$ cat config.mk
export PLATFORM = sky130hd
export DESIGN_NAME = win_strike_drawer
export DESIGN_NICKNAME = d
export VERILOG_FILES = /design/src/rtl/win_strike_drawer.sv
export SDC_FILE = /design/constraint.sdc
export NUM_CORES = 1
export LEC_CHECK = 0
export BUFFER_PORTS_ARGS = -buffer_cell sky130_fd_sc_hd__buf_2
export CAP_MARGIN = 20
export CORE_ASPECT_RATIO = 1.25
export CORE_UTILIZATION = 57
export CTS_CLUSTER_SIZE = 12
export DETAILED_ROUTE_END_ITERATION = 7
export MAX_ROUTING_LAYER = met4
export PLACE_DENSITY = 0.88
export SLEW_MARGIN = 20
export SYNTH_ARGS = -nofsm -noshare
export SYNTH_HDL_FRONTEND = slang
export SYNTH_SLANG_ARGS = --single-unit
$ cat constraint.sdc
create_clock -name clk -period 4.9 [get_ports clk]
set_clock_uncertainty 0.2 [all_clocks]
set_input_delay 1.47 -clock clk [delete_from_list [all_inputs] [get_ports clk]]
set_output_delay 1.47 -clock clk [all_outputs]
set_load 0.005 [all_outputs]
$ cat src/rtl/win_strike_drawer.sv
`default_nettype none
// ----------------------------------------------------------------------------
// win_strike_drawer : selects the winning line and streams its strike pixels.
// Rev 1.0
// ----------------------------------------------------------------------------
module win_strike_drawer #(
  parameter int ORIGIN = 5,
  parameter int LEN    = 110,
  parameter int THICK  = 1
) (
  input  logic       clk,
  input  logic       reset,
  input  logic       start,
  input  logic [3:0] win_code,
  input  logic [8:0] rec1,
  input  logic [8:0] rec2,
  output logic [7:0] x,
  output logic [6:0] y,
  output logic [2:0] colour,
  output logic       plot,
  output logic       busy,
  output logic       done,
  output logic [2:0] line_id,
  output logic       line_valid
);

  typedef enum logic [1:0] {
    S_IDLE = 2'd0,
    S_SCAN = 2'd1,
    S_DRAW = 2'd2,
    S_DONE = 2'd3
  } state_t;

  localparam logic [7:0] c_k_first = 8'(ORIGIN);
  localparam logic [7:0] c_k_last  = 8'(ORIGIN + LEN - 1);
  localparam logic [7:0] c_anti    = 8'(2 * ORIGIN + LEN - 1);
  localparam logic [1:0] c_t_last  = 2'(THICK - 1);
  localparam logic [7:0] c_t_bias  = 8'((THICK - 1) / 2);

  state_t     state_q;
  logic [3:0] code_q;
  logic [8:0] rec1_q;
  logic [8:0] rec2_q;
  logic [7:0] k_q;
  logic [1:0] t_q;
  logic [7:0] x_q;
  logic [6:0] y_q;
  logic [2:0] colour_q;
  logic       plot_q;
  logic       busy_q;
  logic       done_q;
  logic [2:0] line_id_q;
  logic       line_valid_q;

  logic [7:0] k_d;
  logic [1:0] t_d;
  logic [2:0] id_d;
  logic [7:0] x_d;
  logic [6:0] y_d;
  logic [7:0] w_off;
  logic       w_p1_win;
  logic       w_p2_win;
  logic [8:0] w_rec_sel;
  logic       w_found;
  logic [2:0] w_found_id;
  logic       w_last_px;

  function automatic logic [8:0] line_mask(input logic [2:0] id);
    case (id)
      3'd0:    line_mask = 9'b111000000;
      3'd1:    line_mask = 9'b000111000;
      3'd2:    line_mask = 9'b000000111;
      3'd3:    line_mask = 9'b100100100;
      3'd4:    line_mask = 9'b010010010;
      3'd5:    line_mask = 9'b001001001;
      3'd6:    line_mask = 9'b100010001;
      default: line_mask = 9'b001010100;
    endcase
  endfunction

  // Centre coordinate of the cell column/row a straight line passes through.
  function automatic logic [7:0] lane_pos(input logic [2:0] id);
    case (id)
      3'd0, 3'd3: lane_pos = 8'd20;
      3'd1, 3'd4: lane_pos = 8'd60;
      default:    lane_pos = 8'd100;
    endcase
  endfunction

  always_comb begin
    w_p1_win   = (code_q == 4'b1011);
    w_p2_win   = (code_q == 4'b1010);
    w_rec_sel  = w_p1_win ? rec1_q : rec2_q;
    w_found    = 1'b0;
    w_found_id = 3'd0;
    // Walk downwards so the lowest-numbered complete line wins.
    for (int i = 7; i >= 0; i--) begin
      if ((w_rec_sel & line_mask(3'(i))) == line_mask(3'(i))) begin
        w_found    = 1'b1;
        w_found_id = 3'(i);
      end
    end

    w_last_px = (k_q == c_k_last) && (t_q == c_t_last);

    if (state_q == S_SCAN) begin
      k_d  = c_k_first;
      t_d  = 2'd0;
      id_d = w_found_id;
    end else if (t_q == c_t_last) begin
      k_d  = k_q + 8'd1;
      t_d  = 2'd0;
      id_d = line_id_q;
    end else begin
      k_d  = k_q;
      t_d  = t_q + 2'd1;
      id_d = line_id_q;
    end

    w_off = 8'(t_d) - c_t_bias;
    case (id_d)
      3'd0, 3'd1, 3'd2: begin
        x_d = lane_pos(id_d) + w_off;
        y_d = 7'(k_d);
      end
      3'd3, 3'd4, 3'd5: begin
        x_d = k_d;
        y_d = 7'(lane_pos(id_d) + w_off);
      end
      3'd6: begin
        x_d = k_d;
        y_d = 7'(k_d + w_off);
      end
      default: begin
        x_d = k_d;
        y_d = 7'(c_anti - k_d + w_off);
      end
    endcase
  end

  always_ff @(posedge clk) begin
    if (reset) begin
      state_q      <= S_IDLE;
      code_q       <= 4'd0;
      rec1_q       <= 9'd0;
      rec2_q       <= 9'd0;
      k_q          <= 8'd0;
      t_q          <= 2'd0;
      x_q          <= 8'd0;
      y_q          <= 7'd0;
      colour_q     <= 3'd0;
      plot_q       <= 1'b0;
      busy_q       <= 1'b0;
      done_q       <= 1'b0;
      line_id_q    <= 3'd0;
      line_valid_q <= 1'b0;
    end else begin
      done_q <= 1'b0;
      case (state_q)
        S_IDLE: begin
          if (start) begin
            code_q  <= win_code;
            rec1_q  <= rec1;
            rec2_q  <= rec2;
            busy_q  <= 1'b1;
            state_q <= S_SCAN;
          end
        end
        S_SCAN: begin
          if ((w_p1_win || w_p2_win) && w_found) begin
            line_valid_q <= 1'b1;
            line_id_q    <= w_found_id;
            colour_q     <= w_p1_win ? 3'b100 : 3'b010;
            plot_q       <= 1'b1;
            x_q          <= x_d;
            y_q          <= y_d;
            k_q          <= k_d;
            t_q          <= t_d;
            state_q      <= S_DRAW;
          end else begin
            line_valid_q <= 1'b0;
            done_q       <= 1'b1;
            state_q      <= S_DONE;
          end
        end
        S_DRAW: begin
          if (w_last_px) begin
            plot_q  <= 1'b0;
            done_q  <= 1'b1;
            state_q <= S_DONE;
          end else begin
            x_q <= x_d;
            y_q <= y_d;
            k_q <= k_d;
            t_q <= t_d;
          end
        end
        default: begin
          busy_q  <= 1'b0;
          state_q <= S_IDLE;
        end
      endcase
    end
  end

  assign x          = x_q;
  assign y          = y_q;
  assign colour     = colour_q;
  assign plot       = plot_q;
  assign busy       = busy_q;
  assign done       = done_q;
  assign line_id    = line_id_q;
  assign line_valid = line_valid_q;

endmodule
`default_nettype wire

==> impl_metrics.json <==
{
  "cp.arrival_ns": 4.14,
  "worst_setup_hold_path_clk_slew_ns": 0.07,
  "clock_sink_count": 58,
  "reg2reg_setup_slack_ns": 0.82,
  "post_dp_cell_area_um2": 3690,
  "worst_r2r_path_depth": 14,
  "routed_wire_length_per_instance_um": 15.12,
  "place_ws_ns": 0.8357,
  "synth_seq_cells": 58,
  "power.switching_w": 0.0006433,
  "r2r-end": "y[4]",
  "wirelength_mm": 8.558,
  "tritoncts_clock_tree": "yes",
  "tightest_slew_ns": 1.053,
  "finalSetupViolations": 0,
  "synthesis.nets": 495,
  "areaGrowthSynthToFinish_pct": 11.78,
  "slew-limit-headroom_pct": 29.78,
  "power.ir.vdd_worst_mv": 0.2880,
  "timing_max_transition_violations_final": 0,
  "dominantRegCellSynth": "sky130_fd_sc_hd__dfxtp_1",
  "worstPathMaxFanout": 19,
  "placeableCoreArea_um2": 5818,
  "cts-root-to-sink-buffers": 2,
  "cell_int_power_w": 0.0009834,
  "postCtsSetupBuffers": 0,
  "worstSkewPairLatency_ns": 0.35,
  "hp-class": "reg2reg",
  "worst_ep_required_time_ns": 4.96,
  "gp_routability_congestion": 0.9216,
  "top_level_ports": 50,
  "antenna_violations_before_repair": 0,
  "cts_root_buffer": "sky130_fd_sc_hd__clkbuf_8",
  "vias_per_cell": 6.005,
  "synthTopCellsByArea": "sky130_fd_sc_hd__dfxtp_1 34%, sky130_fd_sc_hd__nand2_1 9.6%, sky130_fd_sc_hd__a21oi_1 8.1%",
  "netlist_instances": 456,
  "share_of_total_power_in_the_clock_network_pct": 24.0,
  "final_instance_area_um2": 3860,
  "yosysSeqAreaShare_pct": 33.62,
  "synth.top_cell.area_share_pct": 33.62,
  "cts_resized": 0,
  "global_route.usage.total_pct": 28.84,
  "synthDominantAreaCellType": "sky130_fd_sc_hd__dfxtp_1",
  "chipHeight_um": 89.03,
  "grt_max_degree": 59,
  "ys_async_sr_fraction_pct": 0,
  "worst_r2r_startpoint": "state_q[1]",
  "p_per_area_nw_per_um2": 421.4,
  "drcViolationCount": 0,
  "chipWidth_um": 71.62,
  "insertedDiodeCount": 0,
  "power.static_leakage_nw": 1.519,
  "dpl.hpwl_mm": 6.147,
  "layout.filler_cells": 530,
  "first_global_vias": 3060,
  "start_util_pct": 59.35,
  "detailed_route_via_count": 3399,
  "min_path_cells": 2,
  "setup_tns_ns": 0,
  "timing.critical_path.from_type": "register",
  "critPathKind": "reg2reg",
  "layout.nets": 534,
  "sequentialPowerShare_pct": 40.9,
  "critical_path.endpoint_type": "register",
  "max_freq_ghz": 0.2450,
  "status": "finished, final reports clean",
  "holdCritStartpoint": "x[4]",
  "ys_types": 63,
  "grt_first_pass_wirelength_mm": 13.75,
  "synth_area_um2": 3453,
  "layout_setup_ws_ns": 0.8190,
  "fin_crit_ns": 4.081,
  "drt_pass1_iterations": 4,
  "cts_inserted_buffers": 9,
  "combinational_cell_fraction_of_total_power_pct": 35.1,
  "final_min_period_over_clock_period_pct": 83.29,
  "grt.overflow.total": 0,
  "drt_iter0_markers": 229,
  "syn_area_per_cell_um2": 7.573,
  "floorplan.die_area_um2": 6376,
  "num_rows": 31,
  "worst_hold_path.endpoint": "x[4]",
  "port_buffers": 48,
  "cts.htree.levels": 3,
  "number_of_buffers_added_to_fix_hold_violations_after_cts": 0,
  "switching_share_pct": 39.54,
  "maxCapViolations": 0,
  "finalHoldViolCount": 0,
  "ant_nets": 0,
  "synth.yosys.warnings": 0,
  "layout-drive-gt1-share_pct": 16.20,
  "synth-edff-count": 0,
  "rsz0062_at_grt": "false"
}
## placed cells by master, fill, tap and decap left out, types with 5 or more instances in the layout
cell,Yosys,routed
sky130_fd_sc_hd__nand3_1,24,24
sky130_fd_sc_hd__dfxtp_1,58,58
sky130_fd_sc_hd__mux2i_1,7,7
sky130_fd_sc_hd__inv_1,19,19
sky130_fd_sc_hd__nor2b_1,5,5
sky130_fd_sc_hd__a21oi_1,56,56
sky130_fd_sc_hd__clkbuf_8,0,10
sky130_fd_sc_hd__clkinv_2,0,5
sky130_fd_sc_hd__a211oi_1,11,11
sky130_fd_sc_hd__nor2_1,43,43
sky130_fd_sc_hd__and3_1,9,9
sky130_fd_sc_hd__nand2_1,88,88
sky130_fd_sc_hd__a311oi_1,5,5
sky130_fd_sc_hd__ha_1,12,12
sky130_fd_sc_hd__a22oi_1,5,5
sky130_fd_sc_hd__o211ai_1,5,5
sky130_fd_sc_hd__xor2_1,5,5
sky130_fd_sc_hd__buf_2,6,48
sky130_fd_sc_hd__o21ai_0,8,8
## state kept, by name, indices dropped and copies added (netlist names)
name	cells
rec1_q	9
rec2_q	9
k_q	8
x	8
y	7
code_q	4
line_id	3
colour	2
state_q	2
t_q	2
busy	1
done	1
line_valid	1
plot	1
## power groups by stage
stage	sequential [W]	combinational, W	clock (W)
2_1_floorplan	0.000662	0.000416	0
3_3_place_gp	0.000666	0.000559	0
3_5_place_dp	0.000672	0.000573	0
4_1_cts	0.000663	0.000574	0.000394
5_1_grt	0.000681	0.000650	0.000418
6_report	0.000665	0.000570	0.000391
## area by class of cell
cell class                      instances  area (um^2)  area share (%)
Multi-Input combinational cell        357         2120           54.91
Sequential cell                        58         1161           30.08
Inverter                               19        71.32           1.848
Clock inverter                          6        32.53          0.8428
Tap cell                               66        82.58           2.139
Timing Repair Buffer                   50        255.2           6.613
Clock buffer                           10        137.6           3.566
## synth_stat cells, types with 3 or more instances
library cell                n
sky130_fd_sc_hd__and3_1     9
sky130_fd_sc_hd__nand2_1   88
sky130_fd_sc_hd__dfxtp_1   58
sky130_fd_sc_hd__nor3_1     4
sky130_fd_sc_hd__mux2i_1    7
sky130_fd_sc_hd__inv_1     19
sky130_fd_sc_hd__a311oi_1   5
sky130_fd_sc_hd__buf_1      3
sky130_fd_sc_hd__clkbuf_1  11
sky130_fd_sc_hd__nor2b_1    5
sky130_fd_sc_hd__a22oi_1    5
sky130_fd_sc_hd__o21ai_0    8
sky130_fd_sc_hd__xnor2_1    4
sky130_fd_sc_hd__or3_1      4
sky130_fd_sc_hd__o21ai_1    3
sky130_fd_sc_hd__buf_2      6
sky130_fd_sc_hd__ha_1      12
sky130_fd_sc_hd__o31ai_1    3
sky130_fd_sc_hd__a31oi_1    4
sky130_fd_sc_hd__o211ai_1   5
sky130_fd_sc_hd__nor2_1    43
sky130_fd_sc_hd__a21oi_1   56
sky130_fd_sc_hd__a211oi_1  11
sky130_fd_sc_hd__xor2_1     5
sky130_fd_sc_hd__nand4_1    4
sky130_fd_sc_hd__nand3_1   24
## through the flow
stage | util, % | std cells | hold slack, ns | total power, W
2_1_floorplan | - | 456 | 0.2363 | 0.001078
6_report | 66.34 | 566 | 0.2473 | 0.001627
3_3_place_gp | 63.42 | 550 | 0.2366 | 0.001225
5_1_grt | 66.34 | 566 | 0.2729 | 0.001749
3_5_place_dp | 63.42 | 550 | 0.2408 | 0.001246
4_1_cts | 66.34 | 566 | 0.2499 | 0.001630
## kinds of logic after synthesis
| group | synth area share, % |
|---|---|
| compound gates | 23.99 |
| xor+xnor | 2.282 |
| fa+ha+maj | 5.507 |
| buf+inv | 5.000 |
| flops | 33.62 |
| mux | 2.355 |
| other cells | 0.1086 |
| simple gates | 27.14 |
## critical path: stages (launching register included)
cell,delay [ns]
sky130_fd_sc_hd__dfxtp_1,0.34
sky130_fd_sc_hd__inv_1,0.08
sky130_fd_sc_hd__ha_1,0.56
sky130_fd_sc_hd__inv_1,0.30
sky130_fd_sc_hd__a21oi_1,0.26
sky130_fd_sc_hd__a32o_1,0.49
sky130_fd_sc_hd__and3_1,0.23
sky130_fd_sc_hd__ha_1,0.16
sky130_fd_sc_hd__inv_1,0.05
sky130_fd_sc_hd__fa_1,0.41
sky130_fd_sc_hd__nor4_1,0.28
sky130_fd_sc_hd__a22oi_1,0.10
sky130_fd_sc_hd__mux2i_1,0.16
sky130_fd_sc_hd__a221oi_1,0.11
sky130_fd_sc_hd__a211oi_1,0.25
## metal layers
metal,share of wire [%],track usage (%)
met5,0,-
met4,3.6,19.79
met3,3.9,4.622
met2,52,50.17
met1,41,30.01
## worst max-delay path by stage
stage                     from    to  depth (start not counted)
floorplan           state_q[1]  y[4]                         16
global placement    state_q[1]  y[4]                         14
detailed placement  state_q[1]  y[4]                         14
CTS                 state_q[1]  y[4]                         14
global route        state_q[1]  y[4]                         14
finish              state_q[1]  y[4]                         14
No activity file was read; power rests on OpenSTA's default activity.
